### config.mk
export PLATFORM = sky130hd
export DESIGN_NAME = keypad_scanner_flat
export DESIGN_NICKNAME = d
export VERILOG_FILES = /design/src/rtl/keypad_pkg.sv /design/src/rtl/keypad_scanner_if.sv /design/src/rtl/keypad_scanner_row_sync.sv /design/src/rtl/keypad_scanner.sv /design/src/flat_wrapper.sv
export SDC_FILE = /design/constraint.sdc
export NUM_CORES = 1
export LEC_CHECK = 0
export BUFFER_PORTS_ARGS = -buffer_cell sky130_fd_sc_hd__buf_2
export CAP_MARGIN = 10
export CELL_PAD_IN_SITES_DETAIL_PLACEMENT = 0
export CELL_PAD_IN_SITES_GLOBAL_PLACEMENT = 1
export CORE_MARGIN = 2
export CORE_UTILIZATION = 45
export CTS_CLUSTER_SIZE = 14
export DETAILED_ROUTE_END_ITERATION = 6
export PLACE_DENSITY_LB_ADDON = 0.15
export REMOVE_ABC_BUFFERS = 1
export SKIP_LAST_GASP = 1
export SLEW_MARGIN = 20
export SYNTH_ARGS = -nofsm -noshare
export SYNTH_HDL_FRONTEND = slang
export SYNTH_SLANG_ARGS = --single-unit
### constraint.sdc
create_clock -name hwclk -period 5.2 [get_ports hwclk]
set_input_delay 0 -clock hwclk [delete_from_list [all_inputs] [get_ports hwclk]]
set_output_delay 0 -clock hwclk [all_outputs]
set_load 0.01 [all_outputs]
### src/rtl/keypad_pkg.sv
// Shared types and key-code table for the 4x4 keypad scanner.
// Optional build macro: KEYPAD_GHOST_REJECT_EN.
package keypad_pkg;

  typedef enum logic [1:0] {
    SCAN,
    DEB_PRESS,
    PRESSED,
    DEB_RELEASE
  } state_t;

  localparam logic [3:0] KEY_A    = 4'd10;
  localparam logic [3:0] KEY_B    = 4'd11;
  localparam logic [3:0] KEY_C    = 4'd12;
  localparam logic [3:0] KEY_D    = 4'd13;
  localparam logic [3:0] KEY_STAR = 4'd14;
  localparam logic [3:0] KEY_HASH = 4'd15;

  // Indexed by {row, col}; entry 0 is row 0 / column 0.
  localparam logic [0:15][3:0] KEY_CODE = {
    4'd1,     4'd2, 4'd3,     KEY_A,
    4'd4,     4'd5, 4'd6,     KEY_B,
    4'd7,     4'd8, 4'd9,     KEY_C,
    KEY_STAR, 4'd0, KEY_HASH, KEY_D
  };

  function automatic logic [3:0] key_code(input logic [1:0] r, input logic [1:0] c);
    return KEY_CODE[{r, c}];
  endfunction

  // Row lines are active low; the lowest-index low row wins.
  function automatic logic [1:0] lowest_low(input logic [3:0] rs);
    if (!rs[0])      return 2'd0;
    else if (!rs[1]) return 2'd1;
    else if (!rs[2]) return 2'd2;
    else             return 2'd3;
  endfunction

  function automatic logic multi_low(input logic [3:0] rs);
    logic [3:0] low;
    low = ~rs;
    return (low & (low - 4'd1)) != 4'd0;
  endfunction

endpackage

### src/rtl/keypad_scanner_if.sv
// Keypad-side and lock-side signals of the scanner, bundled for port lists.
interface keypad_scanner_if;
  logic [3:0] row;
  logic [3:0] col;
  logic [3:0] button;
  logic       bstate;
  logic       key_valid;

  modport master (input row, output col, output button, output bstate, output key_valid);
  modport slave  (output row, input col, input button, input bstate, input key_valid);
endinterface

### src/rtl/keypad_scanner_row_sync.sv
// Two-flop synchronizer for the asynchronous, active-low row lines.
module row_sync (
  input  logic       hwclk,
  input  logic       rst_n,
  input  logic [3:0] d,
  output logic [3:0] q
);
  logic [3:0] meta;

  // NOTE: sequential state uses non-blocking assignments so every flop samples pre-edge values.
  always_ff @(posedge hwclk) begin
    if (!rst_n) begin
      meta <= 4'b1111;
      q    <= 4'b1111;
    end else begin
      meta <= d;
      q    <= meta;
    end
  end
endmodule

### src/rtl/keypad_scanner.sv
// 4x4 keypad scanner: column drive, press/release debounce, key encoding.
// Optional build macro: KEYPAD_GHOST_REJECT_EN (discard multi-row samples).
module keypad_scanner
  import keypad_pkg::*;
#(
  parameter int SCAN_DIV     = 1200,
  parameter int DEBOUNCE_CYC = 240000
) (
  input logic               hwclk,
  input logic               rst_n,
  keypad_scanner_if.master  kp
);
  localparam int SW = $clog2(SCAN_DIV) + 1;
  localparam int DW = $clog2(DEBOUNCE_CYC) + 1;
  localparam logic [SW-1:0] SCAN_LAST = SW'(SCAN_DIV - 1);
  localparam logic [DW-1:0] DEB_MAX   = DW'(DEBOUNCE_CYC);

  state_t        state_q, state_d;
  logic [1:0]    idx_q, idx_d;
  logic [1:0]    lrow_q, lrow_d;
  logic [SW-1:0] scnt_q, scnt_d;
  logic [DW-1:0] dcnt_q, dcnt_d;
  logic [3:0]    button_q, button_d;
  logic          bstate_q, bstate_d;
  logic          kv_q, kv_d;
  logic [3:0]    rs;
  logic          row_low;
  logic          ghost_scan;
  logic          ghost_press;

  row_sync u_row_sync (
    .hwclk (hwclk),
    .rst_n (rst_n),
    .d     (kp.row),
    .q     (rs)
  );

  assign row_low = ~rs[lrow_q];

`ifdef KEYPAD_GHOST_REJECT_EN
  assign ghost_scan  = multi_low(rs);
  assign ghost_press = |(~rs & ~(4'b0001 << lrow_q));
`else
  assign ghost_scan  = 1'b0;
  assign ghost_press = 1'b0;
`endif

  always_ff @(posedge hwclk) begin
    if (!rst_n) begin
      state_q  <= SCAN;
      idx_q    <= 2'd0;
      lrow_q   <= 2'd0;
      scnt_q   <= '0;
      dcnt_q   <= '0;
      button_q <= 4'd0;
      bstate_q <= 1'b0;
      kv_q     <= 1'b0;
    end else begin
      state_q  <= state_d;
      idx_q    <= idx_d;
      lrow_q   <= lrow_d;
      scnt_q   <= scnt_d;
      dcnt_q   <= dcnt_d;
      button_q <= button_d;
      bstate_q <= bstate_d;
      kv_q     <= kv_d;
    end
  end

  // NOTE: every always_comb output gets a default first, so no path can infer a latch.
  always_comb begin
    state_d  = state_q;
    idx_d    = idx_q;
    lrow_d   = lrow_q;
    scnt_d   = scnt_q;
    dcnt_d   = dcnt_q;
    button_d = button_q;
    bstate_d = bstate_q;
    kv_d     = 1'b0;

    case (state_q)
      SCAN: begin
        if (scnt_q == SCAN_LAST) begin
          scnt_d = '0;
          if (rs != 4'b1111 && !ghost_scan) begin
            lrow_d  = lowest_low(rs);
            dcnt_d  = '0;
            state_d = DEB_PRESS;
          end else begin
            idx_d = idx_q + 2'd1;
          end
        end else begin
          scnt_d = scnt_q + 1'b1;
        end
      end

      DEB_PRESS: begin
        if (!row_low || ghost_press) begin
          dcnt_d  = '0;
          idx_d   = idx_q + 2'd1;
          state_d = SCAN;
        end else if (dcnt_q >= DEB_MAX) begin
          dcnt_d   = '0;
          button_d = key_code(lrow_q, idx_q);
          bstate_d = 1'b1;
          kv_d     = 1'b1;
          state_d  = PRESSED;
        end else begin
          dcnt_d = dcnt_q + 1'b1;
        end
      end

      PRESSED: begin
        if (!row_low) begin
          dcnt_d  = '0;
          state_d = DEB_RELEASE;
        end
      end

      DEB_RELEASE: begin
        // A re-closing contact is bounce: keep the key held, no new strobe.
        if (row_low) begin
          state_d = PRESSED;
        end else if (dcnt_q >= DEB_MAX) begin
          dcnt_d   = '0;
          scnt_d   = '0;
          bstate_d = 1'b0;
          idx_d    = idx_q + 2'd1;
          state_d  = SCAN;
        end else begin
          dcnt_d = dcnt_q + 1'b1;
        end
      end

      default: state_d = SCAN;
    endcase
  end

  assign kp.col       = ~(4'b0001 << idx_q);
  assign kp.button    = button_q;
  assign kp.bstate    = bstate_q;
  assign kp.key_valid = kv_q;

endmodule

### src/flat_wrapper.sv
// flat-port wrapper written by rule: the top's interface ports become plain ports
module keypad_scanner_flat import keypad_pkg::*;
#(
  parameter int SCAN_DIV     = 1200,
  parameter int DEBOUNCE_CYC = 240000
)
  (hwclk, rst_n, kp_row, kp_col, kp_button, kp_bstate, kp_key_valid);
  keypad_scanner_if kp_i ();
  input logic hwclk;
  input logic rst_n;
  input wire logic [$bits(kp_i.row)-1:0] kp_row;
  output wire logic [$bits(kp_i.col)-1:0] kp_col;
  output wire logic [$bits(kp_i.button)-1:0] kp_button;
  output wire logic [$bits(kp_i.bstate)-1:0] kp_bstate;
  output wire logic [$bits(kp_i.key_valid)-1:0] kp_key_valid;
  assign kp_i.row = kp_row;
  assign kp_col = kp_i.col;
  assign kp_button = kp_i.button;
  assign kp_bstate = kp_i.bstate;
  assign kp_key_valid = kp_i.key_valid;
  keypad_scanner #(.SCAN_DIV(SCAN_DIV), .DEBOUNCE_CYC(DEBOUNCE_CYC)) u_core (.hwclk(hwclk), .rst_n(rst_n), .kp(kp_i));
endmodule
==> results of run 1 <==
[cell usage after synthesis, types with 3 or more instances]
library cell / count / area [um^2]
nand2_1: 14 / 52.6
and4_1: 3 / 26.3
mux2i_1: 7 / 70.1
a21oi_1: 15 / 75.1
nor2_1: 30 / 113
nor3_1: 7 / 35.0
ha_1: 9 / 113
a211oi_1: 13 / 97.6
dfxtp_1: 51 / 1020
xnor2_1: 14 / 123
nand3_1: 16 / 80.1
inv_1: 16 / 60.1
a41oi_1: 4 / 35.0
or2_2: 4 / 25.0
o21ai_0: 11 / 55.1
buf_6: 3 / 33.8
nand4_1: 10 / 62.6
nand2b_1: 12 / 75.1
a31oi_1: 8 / 50.1
clkbuf_1: 11 / 41.3
and3_1: 10 / 62.6
and2_1: 3 / 18.8
[cell families after synthesis]
family / after synthesis / share of synthesized area [%]
AOI/OAI and AO/OA: 70 / 18.1
xor gates and xnor gates: 14 / 4.62
adders and majority gates: 9 / 4.24
buffers and inverters: 36 / 6.18
DFF: 51 / 38.5
muxes: 10 / 4.76
and+or+nand+nor: 118 / 23.6
[through the flow]
stage / hold WS [ns] / total power [mW]
after floorplan: 0.0730 / 0.427
after global placement: 0.183 / 0.436
after detailed placement: 0.184 / 0.436
after CTS: 0.0411 / 0.703
after global routing: 0.0559 / 0.725
final: 0.0420 / 0.694
[state kept, by name, indices dropped and copies added, names as in the netlist, named ones only]
signal                  cells
u_core.u_row_sync.q         4
u_core.kp.button            4
u_core.lrow_q               2
u_core.u_row_sync.meta      4
u_core.dcnt_q              19
u_core.idx_q                2
u_core.kp.bstate            1
u_core.scnt_q              12
u_core.kp.key_valid         1
u_core.state_q              1
[critical path, cell delays in order (launching register included)]
cell and delay (ns):
dfxtp_1 0.41, nor4bb_1 0.44, nand4_1 0.66, a21oi_1 0.52
a221o_1 0.63, nor2_1 0.12
[final timing paths]
| kind | endpoint | slack (ns) |
|---|---|---|
| min | u_core.u_row_sync.q[0]$_SDFF_PN1_ | 0.04 |
| min reg2reg | u_core.u_row_sync.q[0]$_SDFF_PN1_ | 0.41 |
| max reg2reg | u_core.dcnt_q[16]$_SDFFE_PN0P_ | 2.28 |
| max | u_core.dcnt_q[16]$_SDFFE_PN0P_ | 2.28 |
[timing repair]
item | in CTS | in global routing
setup buffers | 0 | 0
hold buffers | 4 | 0
hold endpoints to repair | 4 | 0
[power by group through the flow]
stage | Sequential [mW] | Combinational [mW] | Clock [mW]
final | 0.402 | 0.0271 | 0.265
after global routing | 0.403 | 0.0313 | 0.290
after CTS | 0.402 | 0.0275 | 0.273
after detailed placement | 0.411 | 0.0252 | 0
after global placement | 0.411 | 0.0250 | 0
after floorplan | 0.410 | 0.0163 | 0
[area by class of cell]
class                           count  area, um^2
Clock buffer                        6        72.6
Clock inverter                      1        30.0
Fill cell                         555        2740
Inverter                           17        63.8
Multi-Input combinational cell    221        1470
Sequential cell                    51        1020
Tap cell                           72        90.1
Timing Repair Buffer               20         123
[layer usage]
metal  track usage (%)  routed length, um  up-vias
met5                 0                  0        -
met4              5.25                 92        0
met3              3.00                119        9
met2              30.5               2540       30
met1              26.4               2840     1023
li1                  -                  -     1128
==> impl_metrics.yaml, run 1 <==
outcome:
  status: "completed"
floorplanning:
  initial_core_util_pct: 47.3
  num_rows: 27
  core_um2: 5610
  num_io_pins: 16
  fp.dieW_um: 80.8
  die-height_um: 80.8
  die-area_um2: 6530
clocking:
  clock_latency_ns: 0.29
  clk_pin_slew_ns: 0.09
  cts_buffers: 5
  cts.path.max_buffers: 2
  h-tree-depth: 2
  cts_tree: "yes"
  cts_root_buf: "clkbuf_8"
  cts_resized: 0
  clkSinkCount: 51
worst_setup_path:
  arrival_ns: 3.08
  end_kind: "register"
  cp-startpoint: "u_core.scnt_q[7]$_SDFFE_PN0P_"
  criticalPathCategory: "register to register"
  critical_path.startpoint_type: "register"
  reg2reg_from: "u_core.scnt_q[7]$_SDFFE_PN0P_"
  reg2reg_depth: 5
  worstPathRequired_ns: 5.36
  path_max_fanout: 18
route:
  drt-vias-per-instance: 5.64
  wire_per_inst_um: 14.4
  dr.first_iter.drc_count: 150
  vias: 2190
  ant_nets: 0
  dr.pass1.iters: 4
  drc: 0
  routed_wirelength_mm: 5.59
power:
  peakVddDrop_uv: 209
  powerDensity_nw_per_um2: 242
  p_clk_share_pct: 38.2
  p_sw_uw: 143
  p_comb_share_pct: 3.9
  pwr-share-seq_pct: 57.9
  p_leak_nw: 1.10
  switching_share_pct: 20.7
  p_int_uw: 550
sta:
  min_period_over_period_pct: 56.1
  maxSlewViolCount: 0
  tightest_slew_ns: 0.725
  fin_crit_ns: 2.92
  setup_viol: 0
  final-hold-violation-count: 0
  fmax_mhz: 343
  relSlewSlack_pct: 51.5
  fin_skew_ns: 0.00756
  setup_slack_ns: 2.28
  rsz0062_at_grt: "no"
  setup-tns-final_ns: 0
global_routing:
  grt_remaining_overflow: 0
  grt_max_degree: 23
  grt_usage_pct: 18.9
  grt_pass1_wl_mm: 9.88
  grt_pass1_vias: 2073
  antenna_found_initial: 0
cells_and_area:
  final_cell_area_um2: 2870
  mostFrequentLayoutCells: "dfxtp_1 (51), nor2_1 (30), inv_1 (16), nand3_1 (16)"
  final_nets: 331
  final_layout_size_suffix_gt1_share_pct: 10.8
  final_common_cell: "dfxtp_1"
  areaGrowthSynthToFinish_pct: 8.11
  final_core_util_pct: 51.2
  n_antenna_cell: 0
  fin_cells: 388
min_path:
  holdPathStages: 2
  hp-class: "input port to register"
  min_from: "rst_n"
synth:
  ys_types: 52
  ys_ff_latch: 51
  syn_area_per_cell_um2: 8.62
  yosysWarnings: 0
  syn_inst: 308
  synthArstFlopShare_pct: 0
  yosysSeqAreaShare_pct: 38.5
  synth_top_flop_cell: "dfxtp_1"
  synthesis.area_um2: 2650
  synth_edf_count: 0
placement:
  placed_cells: 377
  dpl_cell_area_um2: 2730
  post-place-ws_ns: 2.29
  io_buffers: 15
  gp_congestion: 0.745
  dpl.hpwl_mm: 3.84
flow_run:
  drv_cap: 0
Note: power is estimated with default switching activity, not from simulation.
==> inputs of run 2 (changes only) <==
- ABC_AREA: default -> 1
- CORE_UTILIZATION: 45 -> 44
- clock period: 5.2 -> 3 ns (I/O delays scaled with it)
==> run 2 against run 1 <==
Effect of this change:
- maximum frequency increased by 44%
- via count increased by 21%
- count of clock-buffer cells in the layout unchanged
- largest cell class unchanged
- clock power increased by 110%
- core utilization decreased by 0.71 points
- global-route usage decreased by 0.35 points
- design area increased by 12%
- total power increased by 88%
- synthesized area increased by 10%
==> impl_metrics.yaml, run 2 <==
sta:
  final-hold-violation-count: 0
  fin_skew_ns: 0.00891
  relSlewSlack_pct: 53.2
  rsz0062_at_grt: "no"
  min_period_over_period_pct: 67.6
  setup_viol: 0
  maxSlewViolCount: 0
  fin_crit_ns: 2.03
  fmax_mhz: 493
  setup-tns-final_ns: 0
  tightest_slew_ns: 0.702
route:
  ant_nets: 0
  dr.pass1.iters: 4
  wire_per_inst_um: 11.8
  dr.first_iter.drc_count: 115
  drt-vias-per-instance: 4.98
  vias: 2654
  routed_wirelength_mm: 6.31
  drc: 0
cells_and_area:
  top_register: "u_core.dcnt_q"
  fin_cells: 533
  final_layout_size_suffix_gt1_share_pct: 14.9
  final_common_cell: "nand2_1"
  final_nets: 470
  reg.largest.list: "u_core.dcnt_q (19), u_core.scnt_q (12)"
  mostFrequentLayoutCells: "nand2_1 (116), nor2_1 (52), dfxtp_1 (51)"
  areaGrowthSynthToFinish_pct: 9.95
  largest_reg_flops: 19
  n_antenna_cell: 0
  fillers: 662
synth:
  syn_inst: 436
  synth_edf_count: 0
  yosysMostFrequentCell: "nand2_1"
  ys_types: 36
  yosysSeqAreaShare_pct: 34.8
  netlist.area_leader.share_pct: 34.8
  synth_top_area_cell: "dfxtp_1"
  yosys-top-cells-count: "nand2_1 (116), nor2_1 (52), dfxtp_1 (51), inv_1 (48), a21oi_1 (27)"
  yosysWarnings: 0
  yosys-top-cells-area: "dfxtp_1 (35%), nand2_1 (15%), nor2_1 (6.7%), inv_1 (6.1%), a21oi_1 (4.6%)"
  syn_area_per_cell_um2: 6.72
  synthArstFlopShare_pct: 0
  synth_top_flop_cell: "dfxtp_1"
  ys_ff_latch: 51
  synthesis.area_um2: 2930
floorplanning:
  fp.dieW_um: 85.6
  initial_core_util_pct: 45.9
  num_io_pins: 16
  core_um2: 6390
  die-area_um2: 7330
  num_rows: 29
  die-height_um: 85.6
global_routing:
  grt_pass1_wl_mm: 11.2
  antenna_found_initial: 0
  grt_pass1_vias: 2513
  grt_max_degree: 25
  grt_remaining_overflow: 0
  grt_usage_pct: 18.6
clocking:
  cts_resized: 0
  cts_tree: "yes"
  clock_latency_ns: 0.31
  cts.path.max_buffers: 2
  post_cts_buffers: 0
  h-tree-depth: 2
  cts_hold_buf: 4
  clkSinkCount: 51
  cts_buffers: 5
  clk_pin_slew_ns: 0.09
  cts_root_buf: "clkbuf_8"
placement:
  io_buffers: 15
  dpl.hpwl_mm: 4.65
  placed_cells: 521
  gp_congestion: 0.800
outcome:
  status: "completed"
worst_setup_path:
  worstPathRequired_ns: 3.20
  path_max_fanout: 24
  critical_path.startpoint_type: "register"
  criticalPathCategory: "register to register"
  arrival_ns: 2.23
  end_kind: "register"
power:
  p_leak_nw: 1.35
  powerDensity_nw_per_um2: 405
  peakVddDrop_uv: 200
min_path:
  hp-class: "input port to register"
flow_run:
  drv_cap: 0
[run 2: kinds of logic (layout without fill, tap and decap cells)]
family / Yosys count / after routing / synth area share, %
simple gates: 250 / 250 / 40.4
buf+inv: 66 / 86 / 9.52
compound gates: 56 / 56 / 10.2
flops: 51 / 51 / 34.8
fa+ha+maj: 9 / 9 / 3.84
xor+xnor: 4 / 4 / 1.20
[run 2: stage by stage]
step                      util (%)  hold WS, ns  total power [mW]  setup WS [ns]  cell area (um^2)
after floorplan                  -        0.107             0.735           1.24              2880
after global placement        47.7        0.185             0.750           1.07              3050
after detailed placement      47.7        0.190             0.751          0.992              3050
after CTS                     50.5       0.0886              1.32          0.964              3220
after global routing          50.5        0.108              1.35          0.739              3220
final                         50.5       0.0839              1.30          0.971              3220
[run 2: path summary, 6_finish.rpt]
check	slack [ns]	start	endpoint	cells after the start
setup / recovery	0.97	u_core.scnt_q[0]$_SDFFE_PN0P_	u_core.dcnt_q[2]$_SDFFE_PN0P_	12
hold / removal	0.08	rst_n	u_core.scnt_q[7]$_SDFFE_PN0P_	3
setup reg to reg	0.97	u_core.scnt_q[0]$_SDFFE_PN0P_	u_core.dcnt_q[2]$_SDFFE_PN0P_	12
hold reg to reg	0.42	u_core.u_row_sync.meta[1]$_SDFF_PN1_	u_core.u_row_sync.q[1]$_SDFF_PN1_	1
[run 2: layout make-up]
| type | count | area [um^2] | area share [%] |
|---|---|---|---|
| multi-input cells | 319 | 1630 | 50.6 |
| flip-flops and latches | 51 | 1020 | 31.7 |
| inverters | 59 | 226 | 7.03 |
| repair buffers | 19 | 115 | 3.57 |
| well taps | 77 | 96.3 | 2.99 |
| clock buffers | 6 | 72.6 | 2.25 |
| clock inverters | 2 | 60.1 | 1.86 |
[run 2: where the power goes]
part / total (mW) / switching [mW] / leakage (nW) / internal, mW
registers: 0.691 / 0.00619 / 0.413 / 0.685
clock network: 0.567 / 0.233 / 0.0654 / 0.334
logic: 0.0474 / 0.0286 / 0.871 / 0.0188
[run 2: routing by layer]
| metal | vias to the layer above | track usage (%) | share of wire, % |
|---|---|---|---|
| li1 | 1423 | - | - |
| met1 | 1177 | 25.4 | 51 |
| met2 | 46 | 30.1 | 44 |
| met3 | 8 | 3.46 | 4.3 |
| met4 | 0 | 5.05 | 1.1 |
| met5 | - | 0 | 0 |
[run 2: worst max-delay path, cell delays in order, from the launching register on]
cell and delay [ns]:
dfxtp_1 0.43, ha_1 0.26, nand3_1 0.14, clkinv_1 0.12
nand3_4 0.10, nand2_2 0.11, nand2_4 0.07, nor2_8 0.28
nand2_2 0.11, nand2_4 0.13, inv_4 0.07, nand2_1 0.06
nor2_1 0.04
